**config.mk**
```make
export PLATFORM = sky130hd
export DESIGN_NAME = fft_bfly_sched
export DESIGN_NICKNAME = d
export VERILOG_FILES = /design/src/rtl/fft_bfly_sched.sv
export SDC_FILE = /design/constraint.sdc
export NUM_CORES = 1
export LEC_CHECK = 0
export ABC_AREA = 0
export ABC_CLOCK_PERIOD_IN_PS = 5140
export BUFFER_PORTS_ARGS = -buffer_cell sky130_fd_sc_hd__buf_2
export CORE_ASPECT_RATIO = 0.6
export CORE_MARGIN = 5
export CORE_UTILIZATION = 61
export DETAILED_ROUTE_END_ITERATION = 16
export PLACE_DENSITY = 0.82
export REMOVE_ABC_BUFFERS = 1
export SETUP_SLACK_MARGIN = 0.02
export SYNTH_ARGS = -nofsm -noshare
export SYNTH_HDL_FRONTEND = slang
export SYNTH_SLANG_ARGS = --single-unit
```
**constraint.sdc**
```tcl
create_clock -name clk -period 5.14 [get_ports clk]
set_input_delay 0.514 -clock clk [delete_from_list [all_inputs] [get_ports clk]]
set_output_delay 0.514 -clock clk [all_outputs]
set_load 0.02 [all_outputs]
```
**src/rtl/fft_bfly_sched.sv**
```systemverilog
`default_nettype none
//==============================================================================
// Module   : fft_bfly_sched
// Brief    : In-place radix-2 DIT butterfly address scheduler with a matched
//            read-to-write delay line. Define FFT_SCHED_STALL_EN to add a
//            stall input that pauses issue while the delay line drains.
// Revision : 1.0 - initial release
//==============================================================================
module fft_bfly_sched #(
  parameter int LOG2N    = 4,
  parameter int BFLY_LAT = 6
) (
  input  logic                       clk,
  input  logic                       rst,
  input  logic                       start,
`ifdef FFT_SCHED_STALL_EN
  input  logic                       stall,
`endif
  output logic                       busy,
  output logic                       done,
  output logic                       rd_en,
  output logic [LOG2N-1:0]           rd_addr_a,
  output logic [LOG2N-1:0]           rd_addr_b,
  output logic [LOG2N-2:0]           tw_addr,
  output logic                       wr_en,
  output logic [LOG2N-1:0]           wr_addr_a,
  output logic [LOG2N-1:0]           wr_addr_b,
  output logic [$clog2(LOG2N)-1:0]   stage
);

  localparam int c_D  = BFLY_LAT + 1;
  localparam int c_SW = $clog2(LOG2N);
  localparam int c_KW = LOG2N - 1;
  localparam int c_DW = $clog2(c_D + 1);

  localparam logic [LOG2N-1:0] c_ONE       = LOG2N'(1);
  localparam logic [c_KW-1:0]  c_KMAX      = {c_KW{1'b1}};
  localparam logic [c_SW-1:0]  c_SMAX      = c_SW'(LOG2N - 1);
  localparam logic [c_DW-1:0]  c_DMAX      = c_DW'(c_D - 1);

  typedef enum logic [1:0] {
    S_IDLE  = 2'd0,
    S_RUN   = 2'd1,
    S_DRAIN = 2'd2,
    S_FIN   = 2'd3
  } state_t;

  state_t            r_state;
  state_t            w_state_nxt;
  logic [c_KW-1:0]   r_k;
  logic [c_SW-1:0]   r_stage;
  logic [c_DW-1:0]   r_dcnt;

  logic              w_stall;
  logic              w_issue;
  logic              w_last_k;
  logic              w_last_stage;
  logic              w_drain_end;

  logic [LOG2N-1:0]  w_k_ext;
  logic [LOG2N-1:0]  w_half;
  logic [LOG2N-1:0]  w_mask;
  logic [LOG2N-1:0]  w_addr_a;
  logic [LOG2N-1:0]  w_addr_b;
  logic [c_KW-1:0]   w_tw;

  logic [c_D-1:0]    r_dv;
  logic [LOG2N-1:0]  r_da [c_D];
  logic [LOG2N-1:0]  r_db [c_D];

`ifdef FFT_SCHED_STALL_EN
  assign w_stall = stall;
`else
  assign w_stall = 1'b0;
`endif

  assign w_issue      = (r_state == S_RUN) && !w_stall;
  assign w_last_k     = (r_k == c_KMAX);
  assign w_last_stage = (r_stage == c_SMAX);
  assign w_drain_end  = (r_state == S_DRAIN) && (r_dcnt == c_DMAX);

  // Butterfly k of stage s pairs a with a+2^s, where a inserts a 0 at bit s of k.
  assign w_k_ext  = {1'b0, r_k};
  assign w_half   = c_ONE << r_stage;
  assign w_mask   = w_half - c_ONE;
  assign w_addr_a = ((w_k_ext >> r_stage) << (int'(r_stage) + 1)) | (w_k_ext & w_mask);
  assign w_addr_b = w_addr_a + w_half;
  assign w_tw     = (r_k & w_mask[c_KW-1:0]) << (c_KW - int'(r_stage));

  //--------------------------------------------------------------------------
  // FSM
  //--------------------------------------------------------------------------
  always_ff @(posedge clk) begin
    if (rst) begin
      r_state <= S_IDLE;
    end else begin
      r_state <= w_state_nxt;
    end
  end

  always_comb begin
    w_state_nxt = r_state;
    case (r_state)
      S_IDLE:  if (start) w_state_nxt = S_RUN;
      S_RUN:   if (w_issue && w_last_k) w_state_nxt = S_DRAIN;
      S_DRAIN: if (w_drain_end) w_state_nxt = w_last_stage ? S_FIN : S_RUN;
      S_FIN:   w_state_nxt = S_IDLE;
      default: w_state_nxt = S_IDLE;
    endcase
  end

  //--------------------------------------------------------------------------
  // Butterfly, stage and drain counters
  //--------------------------------------------------------------------------
  always_ff @(posedge clk) begin
    if (rst) begin
      r_k     <= '0;
      r_stage <= '0;
      r_dcnt  <= '0;
    end else begin
      if ((r_state == S_IDLE) && start) begin
        r_k     <= '0;
        r_stage <= '0;
      end
      // k is a power-of-two counter, so it wraps to 0 after the last butterfly.
      if (w_issue) begin
        r_k <= r_k + 1'b1;
      end
      if (r_state == S_DRAIN) begin
        if (w_drain_end) begin
          r_dcnt <= '0;
          if (!w_last_stage) begin
            r_stage <= r_stage + 1'b1;
          end
        end else begin
          r_dcnt <= r_dcnt + 1'b1;
        end
      end
    end
  end

  //--------------------------------------------------------------------------
  // Read-to-write delay line: one RAM read cycle plus butterfly latency
  //--------------------------------------------------------------------------
  always_ff @(posedge clk) begin
    if (rst) begin
      r_dv <= '0;
      for (int i = 0; i < c_D; i++) begin
        r_da[i] <= '0;
        r_db[i] <= '0;
      end
    end else begin
      r_dv[0] <= rd_en;
      r_da[0] <= rd_addr_a;
      r_db[0] <= rd_addr_b;
      for (int i = 1; i < c_D; i++) begin
        r_dv[i] <= r_dv[i-1];
        r_da[i] <= r_da[i-1];
        r_db[i] <= r_db[i-1];
      end
    end
  end

  //--------------------------------------------------------------------------
  // Outputs; read-side buses are zero whenever no read is issued
  //--------------------------------------------------------------------------
  assign busy      = (r_state != S_IDLE);
  assign done      = (r_state == S_FIN);
  assign rd_en     = w_issue;
  assign rd_addr_a = w_issue ? w_addr_a : '0;
  assign rd_addr_b = w_issue ? w_addr_b : '0;
  assign tw_addr   = w_issue ? w_tw : '0;
  assign wr_en     = r_dv[c_D-1];
  assign wr_addr_a = r_da[c_D-1];
  assign wr_addr_b = r_db[c_D-1];
  assign stage     = r_stage;

endmodule
`default_nettype wire

```
==> results.toml, run 1 <==
[worst_setup_path]
cp_common_cell = "sky130_fd_sc_hd__inv_1"
cp_max_fo = 17
start_kind = "register"
worst-r2r-cell-count = 10
cp_slowest_stage_delay_ps = 680
setup.worst_path.end_class = "output pin"
timing_worst_setup_path_type = "register to output pin"
critical-path-slowest-cell = "sky130_fd_sc_hd__dfxtp_1"
worstPathRequired_ps = 4630
r2r_setup_slack_ps = 2330
critPathArrivalTime_ps = 3210
crit_path_cell_trace = "inv_1 -> ha_1 -> nor4b_1 -> a21oi_1 -> inv_1 -> ha_1 -> inv_1 -> fa_1 -> xor2_1 -> nor2_1 -> buf_2"

[detailed_routing]
routedWlPerCell_um = 11.1
met3_length_um = 285
route.detailed.vias_per_inst = 4.83
routed-via-count = 1655
wl_met2_mm = 1.66
detailedRoute.firstIterationViolations = 75
post_detailed_route_drc_marker_count = 0
drt-met1-wl_mm = 1.81
detailedRoute.firstPassIterationCount = 4
final_antenna_net_count = 0
highest_layer = "met4"
drt-total-wl_mm = 3.80

[clocking]
clk_path_buf_depth = 2
clock-sinks = 73
cts-buffers-inserted = 9
tritoncts_clock_tree = "yes"
total_of_cells_resized_after_clock_tree_synthesis = 0
holdBufCountCts = 0
cts.reportedPaths.clkPinSlew_ps = 80
cts_setup_buffers = 0
cts-root-buf = "sky130_fd_sc_hd__clkbuf_8"
ctsHtreeMaxLevel = 3
clock_latency_ps = 330

[pwr]
switchingPower_w = 0.000219
clock_power_share = 0.422
worst_ir_drop_vdd_mv = 0.309
p_leak_nw = 1.30
combinationalPowerShare = 0.031
switching_share = 0.209
p_seq_frac = 0.546
internal-power_w = 0.000830
power_density_mw_per_mm2 = 356

[synth]
synth_enable_flop_cells = 0
synthDominantAreaCellType = "sky130_fd_sc_hd__dfxtp_1"
synthesis.area_mm2 = 0.00262
yosysSeqAreaShare = 0.558
yosys_warnings = 0
avgSynthCellArea_um2 = 10.2
ranking_of_synthesized_cells_by_area = "sky130_fd_sc_hd__dfxtp_1, sky130_fd_sc_hd__nor2b_1, sky130_fd_sc_hd__ha_1, sky130_fd_sc_hd__nor2_1, sky130_fd_sc_hd__a21oi_1"
netlist_top_cells_count = "sky130_fd_sc_hd__dfxtp_1, sky130_fd_sc_hd__nor2b_1, sky130_fd_sc_hd__nor2_1"
synth_top_area_frac = 0.558
netlist_cell_types = 38
asyncSetResetFlopFracSynth = 0
synth.most_common_cell = "sky130_fd_sc_hd__dfxtp_1"
number_of_cells_produced_by_synthesis = 256
synth_seq_cells = 73
dominantRegCellSynth = "sky130_fd_sc_hd__dfxtp_1"

[floorplan]
initial_utilization = 0.636
floorplan.die_area_mm2 = 0.00575
core-area_mm2 = 0.00412
pin_count = 28
row_count = 18
dieHeight_um = 60.8
die_span_x_um = 94.6

[cells_and_area]
layout.nets = 295
share_of_layout_cells_above_drive_strength_1 = 0.177
antenna_cells = 0
flow.area_growth_from_synthesis_pct = 12.5

[sta]
worst_slew_margin_rel = 0.595
fin_hold_ws_ps = 434
timing.final.setup_violations = 0
finalMaxSlewViolations = 0
rsz_0062_raised_after_global_routing = "false"
worst_pin_slew_ps = 607
max_freq_ghz = 0.268
final.period_utilization = 0.725
finalHoldViolCount = 0
min_period_ps = 3730
finalClockSkew_ps = 9.27
setup_tns_ps = 0

[grt]
number_of_global_route_vias_before_repair = 1508
grt_usage = 0.151
antenna_found_initial = 0
grt_pass1_wl_mm = 6.45
global_route.overflow_total = 0
grt_start_max_net_pins = 67

[min_path]
hold_path_class = "register to register"
worstHoldPathCells = 1

[outcome]
run_status = "finished clean"

[place]
detailedPlacementHpwl_mm = 2.51
port_buffers = 27
routabilityCongestion = 0.856

[job]
max_cap_viol_count = 0
## layer usage
metal,track usage,vias up
li1,-,858
met1,0.176,739
met2,0.241,52
met3,0.0781,6
met4,0.0595,0
met5,0,-
## layout make-up
type / count / area, um2
Clock inverter: 4 / 51.3
Inverter: 10 / 37.5
Timing Repair Buffer: 28 / 143
Tap cell: 60 / 75.1
Fill cell: 316 / 1170
Multi-Input combinational cell: 157 / 1030
Sequential cell: 73 / 1460
Clock buffer: 11 / 151
## metrics by stage
stage          power [W]  area [um2]  worst slack [ps]  utilization  cells
6_report         0.00105        2950              1410        0.716    343
5_1_grt          0.00110        2950              1130        0.716    343
4_1_cts          0.00106        2950              1430        0.716    343
3_5_place_dp    0.000619        2750              1820        0.666    328
3_3_place_gp    0.000618        2750              1940        0.666    328
2_1_floorplan   0.000604        2530              1900            -    240
## worst paths after layout
| kind | start | to |
|---|---|---|
| hold reg to reg | r_da[3][2] | r_da[4][2] |
| setup reg to reg | stage[0] | r_db[0][2] |
| hold / removal | r_da[3][2] | r_da[4][2] |
| setup / recovery | stage[0] | rd_addr_b[2] |
## cell families after synthesis
group | count (synthesis) | synth area share
AOI/OAI and AO/OA | 25 | 0.0606
muxes | 3 | 0.0119
and+or+nand+nor | 112 | 0.242
buffers and inverters | 26 | 0.0496
adders and majority gates | 13 | 0.0649
DFF | 73 | 0.558
xor gates and xnor gates | 4 | 0.0134
## power groups by stage
stage	Clock, W	Combinational [W]	Sequential [W]
3_5_place_dp	0	0.0000335	0.000586
6_report	0.000443	0.0000330	0.000573
5_1_grt	0.000485	0.0000372	0.000573
2_1_floorplan	0	0.0000189	0.000585
4_1_cts	0.000455	0.0000336	0.000573
3_3_place_gp	0	0.0000331	0.000585
## critical path, delay by kind of cell (launching register included)
kind	cells	cell delay [ps]
adders and majority gates	3	960
DFF	1	680
buffers and inverters	4	490
and+or+nand+nor	2	400
xor gates and xnor gates	1	190
AOI/OAI and AO/OA	1	150
## cells in the final DEF, fill, tap and decap left out, types with 3 or more instances in the layout
cell	Yosys	final
sky130_fd_sc_hd__dfxtp_1	73	73
sky130_fd_sc_hd__nor2b_1	55	55
sky130_fd_sc_hd__buf_2	2	27
sky130_fd_sc_hd__nor2_1	18	18
sky130_fd_sc_hd__nand2_1	12	12
sky130_fd_sc_hd__a21oi_1	12	12
sky130_fd_sc_hd__ha_1	12	12
sky130_fd_sc_hd__clkbuf_8	0	11
sky130_fd_sc_hd__inv_1	10	10
sky130_fd_sc_hd__nor3_1	5	5
sky130_fd_sc_hd__nand3_1	4	4
sky130_fd_sc_hd__xor2_1	3	3
sky130_fd_sc_hd__nor3b_1	3	3
sky130_fd_sc_hd__and2_1	3	3
## flip-flops by register name, indices dropped and copies added, names as in the netlist
signal,cells
r_state,2
r_dv,7
r_da,28
r_db,28
r_k,3
stage,2
r_dcnt,3
Power figures use the tool's default switching activity.
==> inputs of run 2 (changes only) <==
--- a/config.mk
+++ b/config.mk
@@ -5,14 +5,14 @@
 export SDC_FILE = /design/constraint.sdc
 export NUM_CORES = 1
 export LEC_CHECK = 0
-export ABC_AREA = 0
-export ABC_CLOCK_PERIOD_IN_PS = 5140
+export ABC_AREA = 1
+export ABC_CLOCK_PERIOD_IN_PS = 3700
 export BUFFER_PORTS_ARGS = -buffer_cell sky130_fd_sc_hd__buf_2
 export CORE_ASPECT_RATIO = 0.6
 export CORE_MARGIN = 5
-export CORE_UTILIZATION = 61
+export CORE_UTILIZATION = 57
 export DETAILED_ROUTE_END_ITERATION = 16
-export PLACE_DENSITY = 0.82
+export PLACE_DENSITY = 0.78
 export REMOVE_ABC_BUFFERS = 1
 export SETUP_SLACK_MARGIN = 0.02
 export SYNTH_ARGS = -nofsm -noshare
==> constraint.sdc (replaced) <==
create_clock -name clk -period 3.7 [get_ports clk]
set_input_delay 0.37 -clock clk [delete_from_list [all_inputs] [get_ports clk]]
set_output_delay 0.37 -clock clk [all_outputs]
set_load 0.02 [all_outputs]
==> run 2 against run 1 <==
  * Final cell count up 21%
  * Register-to-register slack worse by 1100 ps
  * Clock skew rose by 0.51 ps
  * Combinational power grew to 3.7 times the previous value
  * Synthesized cell count grew 26%
  * Critical endpoint is now rd_addr_b[3]
  * Highest routed layer unchanged
==> results.toml, run 2 <==
[detailed_routing]
drt-total-wl_mm = 4.06
routed-via-count = 1844
routedWlPerCell_um = 9.75
post_detailed_route_drc_marker_count = 0
detailedRoute.firstPassIterationCount = 4
detailedRoute.firstIterationViolations = 53
route.detailed.vias_per_inst = 4.43
final_antenna_net_count = 0

[worst_setup_path]
cp_max_fo = 12
worstPathRequired_ps = 3330
timing_worst_setup_path_type = "register to output pin"
setup.worst_path.end_class = "output pin"
start_kind = "register"
critPathArrivalTime_ps = 2880

[floorplan]
floorplan.die_area_mm2 = 0.00629
initial_utilization = 0.592
dieHeight_um = 63.5
pin_count = 28
die_span_x_um = 99.1
row_count = 19
core-area_mm2 = 0.00459

[place]
placedInstanceArea_mm2 = 0.00284
detailedPlacementHpwl_mm = 2.87
routabilityCongestion = 0.909
port_buffers = 27

[job]
max_cap_viol_count = 0

[cells_and_area]
flow.area_growth_from_synthesis_pct = 11.8
layout_top_registers = "r_da (28), r_db (28), r_dv (7)"
mostFrequentLayoutCells = "sky130_fd_sc_hd__inv_1, sky130_fd_sc_hd__nor2_1, sky130_fd_sc_hd__dfxtp_1, sky130_fd_sc_hd__buf_2, sky130_fd_sc_hd__nand2_1"
postLayoutCellArea_mm2 = 0.00304
antenna_cells = 0
fillCellCount = 366
share_of_layout_cells_above_drive_strength_1 = 0.173
layout.nets = 364
mostFrequentLayoutCell = "sky130_fd_sc_hd__inv_1"

[pwr]
switching_share = 0.247
p_leak_nw = 1.35
internal-power_w = 0.00115
switchingPower_w = 0.000377
p_seq_frac = 0.533
power_density_mw_per_mm2 = 503
clock_power_share = 0.387
combinationalPowerShare = 0.081
worst_ir_drop_vdd_mv = 0.341

[synth]
netlist_top_cells_count = "sky130_fd_sc_hd__inv_1, sky130_fd_sc_hd__nor2_1, sky130_fd_sc_hd__dfxtp_1"
synth_top_area_frac = 0.538
synth_seq_cells = 73
synthesis.area_mm2 = 0.00272
synth_enable_flop_cells = 0
dominantRegCellSynth = "sky130_fd_sc_hd__dfxtp_1"
avgSynthCellArea_um2 = 8.41
synth.most_common_cell = "sky130_fd_sc_hd__inv_1"
asyncSetResetFlopFracSynth = 0
synthDominantAreaCellType = "sky130_fd_sc_hd__dfxtp_1"
ranking_of_synthesized_cells_by_area = "sky130_fd_sc_hd__dfxtp_1, sky130_fd_sc_hd__inv_1, sky130_fd_sc_hd__nor2_1, sky130_fd_sc_hd__ha_1, sky130_fd_sc_hd__nand2_1"
netlist_cell_types = 34
yosys_warnings = 0
number_of_cells_produced_by_synthesis = 323
yosysSeqAreaShare = 0.538

[sta]
timing.final.setup_violations = 0
min_period_ps = 3250
setup_tns_ps = 0
finalMaxSlewViolations = 0
finalHoldViolCount = 0
max_freq_ghz = 0.308
rsz_0062_raised_after_global_routing = "false"
worst_pin_slew_ps = 595
worst_slew_margin_rel = 0.604
final.period_utilization = 0.878
finalClockSkew_ps = 9.78

[grt]
number_of_global_route_vias_before_repair = 1722
grt_usage = 0.149
grt_pass1_wl_mm = 7.39
global_route.overflow_total = 0
antenna_found_initial = 0
grt_start_max_net_pins = 35

[clocking]
cts-root-buf = "sky130_fd_sc_hd__clkbuf_8"
clock-sinks = 73
ctsHtreeMaxLevel = 3
clk_path_buf_depth = 2
cts.reportedPaths.clkPinSlew_ps = 70
holdBufCountCts = 0
clock_latency_ps = 340
tritoncts_clock_tree = "yes"
cts-buffers-inserted = 9

[min_path]
hold_path_class = "primary input to register"

[outcome]
run_status = "finished clean"
[run 2: cell types whose count changed after synthesis, sizes merged, moves of 5 or more]
cell	change
buf	+5
nor2	+61
inv	+72
clkbuf	-7
o21ai	+7
nor2b	-55
nand2	+6
[run 2: area by class of cell]
| class | instances | area [um2] | area share |
|---|---|---|---|
| Clock inverter | 6 | 66.3 | 0.0218 |
| Multi-Input combinational cell | 154 | 848 | 0.279 |
| Timing Repair Buffer | 28 | 143 | 0.0470 |
| Clock buffer | 10 | 128 | 0.0420 |
| Tap cell | 63 | 78.8 | 0.0260 |
| Inverter | 82 | 308 | 0.101 |
| Sequential cell | 73 | 1460 | 0.482 |
[run 2: path summary, 6_finish.rpt]
kind	startpoint	endpoint	slack, ps	depth (start not counted)
worst min-delay path	start	r_state[0]	380	3
worst min register to register	r_db[0][14]	r_db[0][18]	390	2
worst max register to register	stage[1]	r_db[0][3]	1190	12
worst max-delay path	stage[1]	rd_addr_b[3]	450	13
[run 2: power groups by stage]
stage	registers [W]	clock network [W]	logic, W
final	0.000813	0.000590	0.000123
after global routing	0.000815	0.000657	0.000139
after CTS	0.000812	0.000609	0.000124
after detailed placement	0.000831	0	0.000123
after global placement	0.000830	0	0.000122
after floorplan	0.000828	0	0.0000853
[run 2: per-stage QoR]
step                cells  hold slack (ps)  utilization  setup slack, ps  power (W)
CTS                   416              365        0.661              269    0.00155
floorplan             309              388            -              791   0.000913
global placement      400              389        0.619              789   0.000952
detailed placement    400              392        0.619              656   0.000954
global route          416              382        0.662              173    0.00161
finish                416              384        0.662              452    0.00153
[run 2: layer usage]
layer,global-route usage,wire length [um],up-vias,part of all wire
met2,0.227,1810,44,0.45
met3,0.0827,312,4,0.077
met1,0.178,1890,799,0.47
met5,0,0,-,0
met4,0.0494,37,0,0.0091
li1,-,-,997,-
[run 2: kinds of logic after synthesis]
logic type | share of synthesized area
DFF | 0.538
buffers and inverters | 0.149
and+or+nand+nor | 0.184
AOI/OAI and AO/OA | 0.0622
xor gates and xnor gates | 0.00323
adders and majority gates | 0.0627
[run 2: critical path, cell delays in order (launching register included)]
cell	delay, ps
sky130_fd_sc_hd__dfxtp_2	480
sky130_fd_sc_hd__inv_1	150
sky130_fd_sc_hd__ha_1	350
sky130_fd_sc_hd__inv_1	90
sky130_fd_sc_hd__nor2_1	60
sky130_fd_sc_hd__a221oi_2	310
sky130_fd_sc_hd__inv_1	80
sky130_fd_sc_hd__ha_1	320
sky130_fd_sc_hd__a21o_1	170
sky130_fd_sc_hd__nor2_1	120
sky130_fd_sc_hd__nand4_1	110
sky130_fd_sc_hd__nand3_1	110
sky130_fd_sc_hd__inv_1	40
sky130_fd_sc_hd__buf_2	150
[run 2: repair_timing]
action                                  in CTS  in global routing
buffers inserted                             0                  0
resized for setup                            0                  2
endpoints found under the setup margin       0                  1
